==> src/rtl/gpio_input_filt.sv <==
// Digital-input front end: per-channel synchronizer, optional debounce (GPIO_DEBOUNCE_EN),
// registered edge pulses and sticky interrupt-pending flags with a masked irq line.
module gpio_input_filt #(
   parameter int unsigned WIDTH       = 32,
   parameter int unsigned SYNC_STAGES = 2,
   parameter int unsigned CNT_W       = 16
) (
   input  logic             clk,
   input  logic             rst_n,
   input  logic [WIDTH-1:0] gpio_i,
   input  logic [CNT_W-1:0] db_limit,
   input  logic [WIDTH-1:0] rise_en,
   input  logic [WIDTH-1:0] fall_en,
   input  logic [WIDTH-1:0] irq_mask,
   input  logic [WIDTH-1:0] irq_clr,
   output logic [WIDTH-1:0] di_status,
   output logic [WIDTH-1:0] di_rise,
   output logic [WIDTH-1:0] di_fall,
   output logic [WIDTH-1:0] irq_pending,
   output logic             irq
);

   logic [WIDTH-1:0] sync_q [SYNC_STAGES];
   logic [WIDTH-1:0] s;
   logic [WIDTH-1:0] accept;
   logic [WIDTH-1:0] status_q, status_d;
   logic [WIDTH-1:0] rise_q, rise_d;
   logic [WIDTH-1:0] fall_q, fall_d;
   logic [WIDTH-1:0] pend_q, pend_d;

   // Synchronizer chain; s is the metastability-safe sample
   always_ff @(posedge clk or negedge rst_n) begin
      if (!rst_n) begin
         for (int i = 0; i < SYNC_STAGES; i++) sync_q[i] <= '0;
      end else begin
         sync_q[0] <= gpio_i;
         for (int i = 1; i < SYNC_STAGES; i++) sync_q[i] <= sync_q[i-1];
      end
   end

   assign s = sync_q[SYNC_STAGES-1];

`ifdef GPIO_DEBOUNCE_EN
   logic [CNT_W-1:0] cnt_q [WIDTH];
   logic [CNT_W-1:0] cnt_d [WIDTH];

   // Accept a new level once it has disagreed for db_limit+1 consecutive cycles;
   // the >= compare also covers db_limit being lowered under a running count.
   always_comb begin
      accept = '0;
      for (int i = 0; i < WIDTH; i++) begin
         cnt_d[i] = '0;
         if (s[i] != status_q[i]) begin
            if (cnt_q[i] >= db_limit) accept[i] = 1'b1;
            else                      cnt_d[i] = cnt_q[i] + CNT_W'(1);
         end
      end
   end

   always_ff @(posedge clk or negedge rst_n) begin
      if (!rst_n) begin
         for (int i = 0; i < WIDTH; i++) cnt_q[i] <= '0;
      end else begin
         for (int i = 0; i < WIDTH; i++) cnt_q[i] <= cnt_d[i];
      end
   end
`else
   logic unused_db_limit;
   assign unused_db_limit = ^db_limit;
   assign accept          = s ^ status_q;
`endif

   // Accepted transitions become edge pulses and feed the sticky pending flags
   always_comb begin
      status_d = (status_q & ~accept) | (s & accept);
      rise_d   = accept & s;
      fall_d   = accept & ~s;
      pend_d   = (pend_q & ~irq_clr) | (rise_d & rise_en) | (fall_d & fall_en);
   end

   always_ff @(posedge clk or negedge rst_n) begin
      if (!rst_n) begin
         status_q <= '0;
         rise_q   <= '0;
         fall_q   <= '0;
         pend_q   <= '0;
      end else begin
         status_q <= status_d;
         rise_q   <= rise_d;
         fall_q   <= fall_d;
         pend_q   <= pend_d;
      end
   end

   assign di_status   = status_q;
   assign di_rise     = rise_q;
   assign di_fall     = fall_q;
   assign irq_pending = pend_q;
   assign irq         = |(pend_q & irq_mask);

endmodule

==> config.mk <==
export PLATFORM = sky130hd
export DESIGN_NAME = gpio_input_filt
export DESIGN_NICKNAME = d
export VERILOG_FILES = /design/src/rtl/gpio_input_filt.sv
export SDC_FILE = /design/constraint.sdc
export NUM_CORES = 1
export LEC_CHECK = 0
export BUFFER_PORTS_ARGS = -buffer_cell sky130_fd_sc_hd__buf_4
export CAP_MARGIN = 20
export CORE_MARGIN = 5
export CORE_UTILIZATION = 48
export CTS_BUF_LIST = sky130_fd_sc_hd__clkbuf_16
export CTS_CLUSTER_SIZE = 8
export DETAILED_ROUTE_END_ITERATION = 8
export PLACE_DENSITY = 0.84
export SYNTH_ARGS = -nofsm -noshare
export SYNTH_HDL_FRONTEND = slang
export SYNTH_SLANG_ARGS = --single-unit
==> constraint.sdc <==
create_clock -name clk -period 2.5 [get_ports clk]
set_input_delay 0.25 -clock clk [delete_from_list [all_inputs] [get_ports clk]]
set_output_delay 0.25 -clock clk [all_outputs]
set_load 0.01 [all_outputs]
==> impl_metrics.ini, run 1 <==
[worst_setup_path]
crit_slowest_cell = or4_1
crit_arrival_ns = 1.98
cp-end-kind = output pin
path_buf_inv = 1
cp-start-kind = flip-flop
crit_path_max_incr_delay_ns = 0.56
path_delay_family = simple AND/OR/NAND/NOR gates
path_cells = a22oi_1 -> nand4_1 -> or4_1 -> buf_4
critPathKind = flip-flop to output pin
worstPathMaxFanout = 3
r2r_slack_ns = 1.36
cp_data_required_time_ns = 2.25

[flow_run]
drv_cap = 0

[cts]
cts.clk_slew.worst_paths_ns = 0.07
cts_sinks = 192
htree_levels = 4
clk_latency_ns = 0.42
clock_path_buffers = 2
cts_inserted_buffers = 17
postCtsSetupBuffers = 0
cts-root-buf = clkbuf_16
cts_tree = yes

[power_and_ir_drop]
vdd_drop_max_v = 0.000482
power.density_nw_per_um2 = 733
p_leak_nw = 4.66
power_mw = 6.87

[sta]
finalCriticalPeriod_ns = 2.23
rsz0062_at_grt = false
finalCritPeriodShare_pct = 89.2
slew_headroom_pct = 62.5
tightest_slew_ns = 0.562
clock_skew_ns = 0.00749
max_freq_mhz = 449
setup_viol_count_final = 0
maxSlewViolCount = 0
tns_ns = 0
hold_viol_final = 0

[die]
pin_count = 307
die_area_um2 = 14900
rows = 40
die_width_um = 122
core_um2 = 12200
start_util_pct = 49.4
fp.dieH_um = 122

[global_routing]
grt_max_degree = 72
first_global_vias = 5153
grtUsageTotal_pct = 24.8
grt_overflow_total = 0
grt_pass1_wl_um = 27300
antenna_found_initial = 0

[logic_synthesis]
ys_warn_count = 0
synth_top_area_share_pct = 80.0
netlist_instances = 405
synth_cell_types = 9
synthTopCellsByArea = dfrtp_1 (80%), nor2b_1 (6.7%), a22oi_1 (5.7%)
synth_area_um2 = 6010
synth_top_area_cell = dfrtp_1
yosysSeqAreaShare_pct = 80.0
syn-num-nets = 583
syn_area_per_cell_um2 = 14.8
synth_seq_cells = 192

[finish]
final_layout_size_suffix_gt1_share_pct = 43.3
fillerInstances = 714
nets = 910
diodes = 0
area_growth_pct = 56.0

[detailed_routing]
routed_via_density = 4.89
vias = 4461
wl_per_cell_um = 19.7
drt-initial-drc-count = 308
drtAntennaViolNets = 0
drc = 0
wirelength_um = 18000
drtPass1Iterations = 4

[place]
dpl.hpwl_um = 12600
portBuffers = 290
gp_congestion = 0.870

[run_status]
status = complete, no violations

[min_path]
hp-class = input port to flip-flop
## what timing repair did
action / 4_1_cts / 5_1_grt
hold buffers: 46 / 0
endpoints found under the hold margin: 112 / 0
gates resized for setup: 0 / 0
## flip-flops by register name, indices dropped and copies added, names as in the netlist
name         flops
irq_pending     32
sync_q          32
di_fall         32
di_status       32
s               32
di_rise         32
## stage by stage
step | util (%) | setup slack, ns | hold WS (ns) | cells | instance area [um2]
after floorplan | - | 1.01 | -0.0456 | 405 | 6010
after global placement | 68.5 | 0.740 | 0.282 | 835 | 8340
after detailed placement | 68.5 | 0.697 | 0.295 | 835 | 8340
after CTS | 77.1 | 0.237 | 0.000620 | 912 | 9370
after global routing | 77.1 | 0.174 | 0.000416 | 912 | 9370
final | 77.1 | 0.271 | 0.0124 | 912 | 9370
## worst paths after layout
| path | startpoint | end | cells after the start |
|---|---|---|---|
| max | irq_pending[14]$_DFF_PN0_ | irq | 4 |
| min | irq_clr[21] | irq_pending[21]$_DFF_PN0_ | 2 |
| max reg2reg | s[30]$_DFF_PN0_ | irq_pending[30]$_DFF_PN0_ | 3 |
| min reg2reg | sync_q[35]$_DFF_PN0_ | s[3]$_DFF_PN0_ | 0 |
| max in group asynchronous | rst_n | sync_q[37]$_DFF_PN0_ | 3 |
| min in group asynchronous | rst_n | sync_q[60]$_DFF_PN0_ | 2 |
## routing by layer
metal | global-route usage [%] | vias up | part of all wire, %
li1 | - | 1979 | -
met3 | 7.66 | 51 | 8.1
met2 | 44.8 | 232 | 55
met1 | 26.1 | 2199 | 33
met5 | 0 | - | 0
met4 | 12.3 | 0 | 3.9
## kinds of logic (layout without fill, tap and decap cells)
family / count (synthesis) / count (layout) / synth area share, %
flops: 192 / 192 / 80.0
buf+inv: 64 / 403 / 4.00
compound gates: 80 / 80 / 8.83
simple gates: 69 / 69 / 7.21
## cells in the mapped netlist
cell type / number
a22oi_1: 46
clkbuf_1: 32
nor2b_1: 64
dfrtp_1: 192
or4_1: 1
o21ai_0: 32
a22oi_2: 2
inv_1: 32
nand4_1: 4
## power breakdown
part           internal (mW)  switching [mW]  leakage (nW)  total, mW
Sequential              3.30           0.125          2.34       3.42
Clock                   1.55            1.09         0.268       2.64
Combinational          0.457           0.353          2.05      0.810
## cell type report
class	count	area [um2]	area share [%]
Clock buffer	17	425	4.54
Clock inverter	14	149	1.59
Inverter	32	120	1.28
Multi-Input combinational cell	149	963	10.3
Sequential cell	192	4800	51.3
Tap cell	168	210	2.24
Timing Repair Buffer	340	2700	28.8
## placed cells by master (no fill, tap or decap), types with 2 or more instances in the layout
cell	instances
dlygate4sd3_1	46
inv_1	32
buf_4	291
nand4_1	4
a22oi_2	2
a22oi_1	46
clkinv_2	2
clkinv_1	5
nor2b_1	64
clkinvlp_4	4
dfrtp_1	192
bufinv_16	3
o21ai_0	32
clkbuf_16	17
buf_12	2
Note: power is estimated with default switching activity, not from simulation.
==> run 2: changes to the inputs <==
==> constraint.sdc (replaced) <==
create_clock -name clk -period 2.5 [get_ports clk]
set_input_delay 0.375 -clock clk [delete_from_list [all_inputs] [get_ports clk]]
set_output_delay 0.375 -clock clk [all_outputs]
set_load 0.01 [all_outputs]
==> run 2 against run 1 <==
  * Flip-flop and latch count unchanged
  * Sequential share of layout area is 2.5 points higher
  * Final cell count decreased by 4.9%
  * Utilization decreased by 3.5 points
  * Non-clock buffer count shrank 46
  * Sequential power is essentially flat
  * Total power about the same
  * Clock skew decreased by 0.0037 ns
  * Clock-buffer cell count is the same
  * Critical path type unchanged
  * Global-route usage shrank 3.4 points
  * Clock power up 3%
==> impl_metrics.ini, run 2 (synthesized netlist as in run 1, its figures left out) <==
[worst_setup_path]
crit_arrival_ns = 1.95
startpoint = irq_pending[4]$_DFF_PN0_
reg2reg_to = irq_pending[30]$_DFF_PN0_
cp_data_required_time_ns = 2.12
r2r_slack_ns = 1.35
cp-start-kind = flip-flop
rr_worst_depth = 3
crit_path_max_incr_delay_ns = 0.53
timing.rr.start = s[30]$_DFF_PN0_
path_cells = a22oi_1 -> nand4_1 -> or4_1 -> buf_4
crit_slowest_cell = or4_1
critPathKind = flip-flop to output pin
worstPathMaxFanout = 3
endpoint = irq
cp-end-kind = output pin

[finish]
area_growth_pct = 48.8
final_cell_mix = buf_4 (290), dfrtp_1 (192), nor2b_1 (64)
mostFrequentLayoutCell = buf_4
diodes = 0
final_layout_size_suffix_gt1_share_pct = 46.1
nets = 864

[detailed_routing]
drt-initial-drc-count = 241
drtAntennaViolNets = 0
wirelength_um = 15800
drc = 0
drtPass1Iterations = 4
routed_via_density = 4.74
vias = 4112
wl_per_cell_um = 18.2

[place]
portBuffers = 290
place_ws_ns = 0.469
dpl.hpwl_um = 12300
gp_congestion = 0.871

[die]
rows = 40
start_util_pct = 49.4
core_um2 = 12200
fp.dieH_um = 122
pin_count = 307
die_area_um2 = 14900
die_width_um = 122

[global_routing]
grtUsageTotal_pct = 21.4
first_global_vias = 4595
grt_pass1_wl_um = 23500
grt_max_degree = 72
grt_overflow_total = 0
antenna_found_initial = 0

[power_and_ir_drop]
p_leak_nw = 4.49
vdd_drop_max_v = 0.000504
power.density_nw_per_um2 = 768

[sta]
setup_viol_count_final = 0
hold_viol_final = 0
clock_skew_ns = 0.00384
tightest_slew_ns = 0.548
tns_ns = 0
maxSlewViolCount = 0
slew_headroom_pct = 63.5
finalCriticalPeriod_ns = 2.33
finalCritPeriodShare_pct = 93.1
rsz0062_at_grt = false
setup_slack_ns = 0.173
fin_hold_ws_ns = 0.0625
max_freq_mhz = 430

[cts]
clock_path_buffers = 2
htree_levels = 4
cts_sinks = 192
postCtsSetupBuffers = 0
clk_latency_ns = 0.41
hold_buffers = 1
ctsResizeCount = 0
cts.clk_slew.worst_paths_ns = 0.06
cts-root-buf = clkbuf_16
cts_inserted_buffers = 17
cts_tree = yes

[min_path]
hp-class = input port to flip-flop

[flow_run]
drv_cap = 0

[run_status]
status = complete, no violations
[run 2: changes by cell type in the layout (fill, tap and decap cells not counted), sizes merged]
| cell | previous run | this run |
|---|---|---|
| dlygate4sd3 | 46 | 1 |
| buf | 293 | 292 |
| clkinvlp | 4 | 1 |
| bufinv | 3 | 4 |
| clkinv | 7 | 9 |
| inv | 32 | 33 |
[run 2: layout make-up]
class,count,area (um2)
clock buffer,17,425
clock inverter,15,175
fill,801,3220
inverter,32,120
multi-input combinational,149,963
sequential,192,4800
tap,168,210
timing repair buffer,294,2240
[run 2: how the worst min path moves through the flow]
| stage | from | endpoint | slack [ns] | cells after the start |
|---|---|---|---|---|
| final | gpio_i[28] | sync_q[60]$_DFF_PN0_ | 0.06 | 1 |
| after global routing | gpio_i[2] | sync_q[34]$_DFF_PN0_ | 0.03 | 1 |
| after CTS | gpio_i[19] | sync_q[51]$_DFF_PN0_ | 0.04 | 1 |
| after detailed placement | sync_q[42]$_DFF_PN0_ | s[10]$_DFF_PN0_ | 0.33 | 0 |
| after global placement | sync_q[42]$_DFF_PN0_ | s[10]$_DFF_PN0_ | 0.33 | 0 |
| after floorplan | rst_n | di_fall[0]$_DFF_PN0_ | 0.08 | 0 |
[run 2: worst max-delay path, delay by kind of cell, from the launching register on]
kind / cells / cell delay [ns]
and+or+nand+nor: 2 / 0.72
DFF: 1 / 0.40
AOI/OAI and AO/OA: 1 / 0.25
buffers and inverters: 1 / 0.17
[run 2: through the flow]
stage,power (mW),area (um2),util [%],cells
finish,6.86,8940,73.5,867
global route,7.16,8940,73.5,867
CTS,6.94,8940,73.5,867
detailed placement,4.21,8330,68.5,834
global placement,4.17,8330,68.5,834
floorplan,3.65,6010,-,405
[run 2: report_power, final]
part           leakage, nW  internal, mW  total, mW  switching (mW)
combinational         1.86         0.410      0.729           0.319
sequential            2.34          3.30       3.42           0.121
clock                0.298          1.65       2.72            1.07
[run 2: per-layer routing]
| metal | part of all wire (%) | routed length [um] | track usage [%] |
|---|---|---|---|
| met4 | 3.6 | 567 | 10.9 |
| met1 | 33 | 5280 | 21.9 |
| met2 | 54 | 8530 | 38.2 |
| met3 | 8.8 | 1380 | 7.80 |
| met5 | 0 | 0 | 0 |
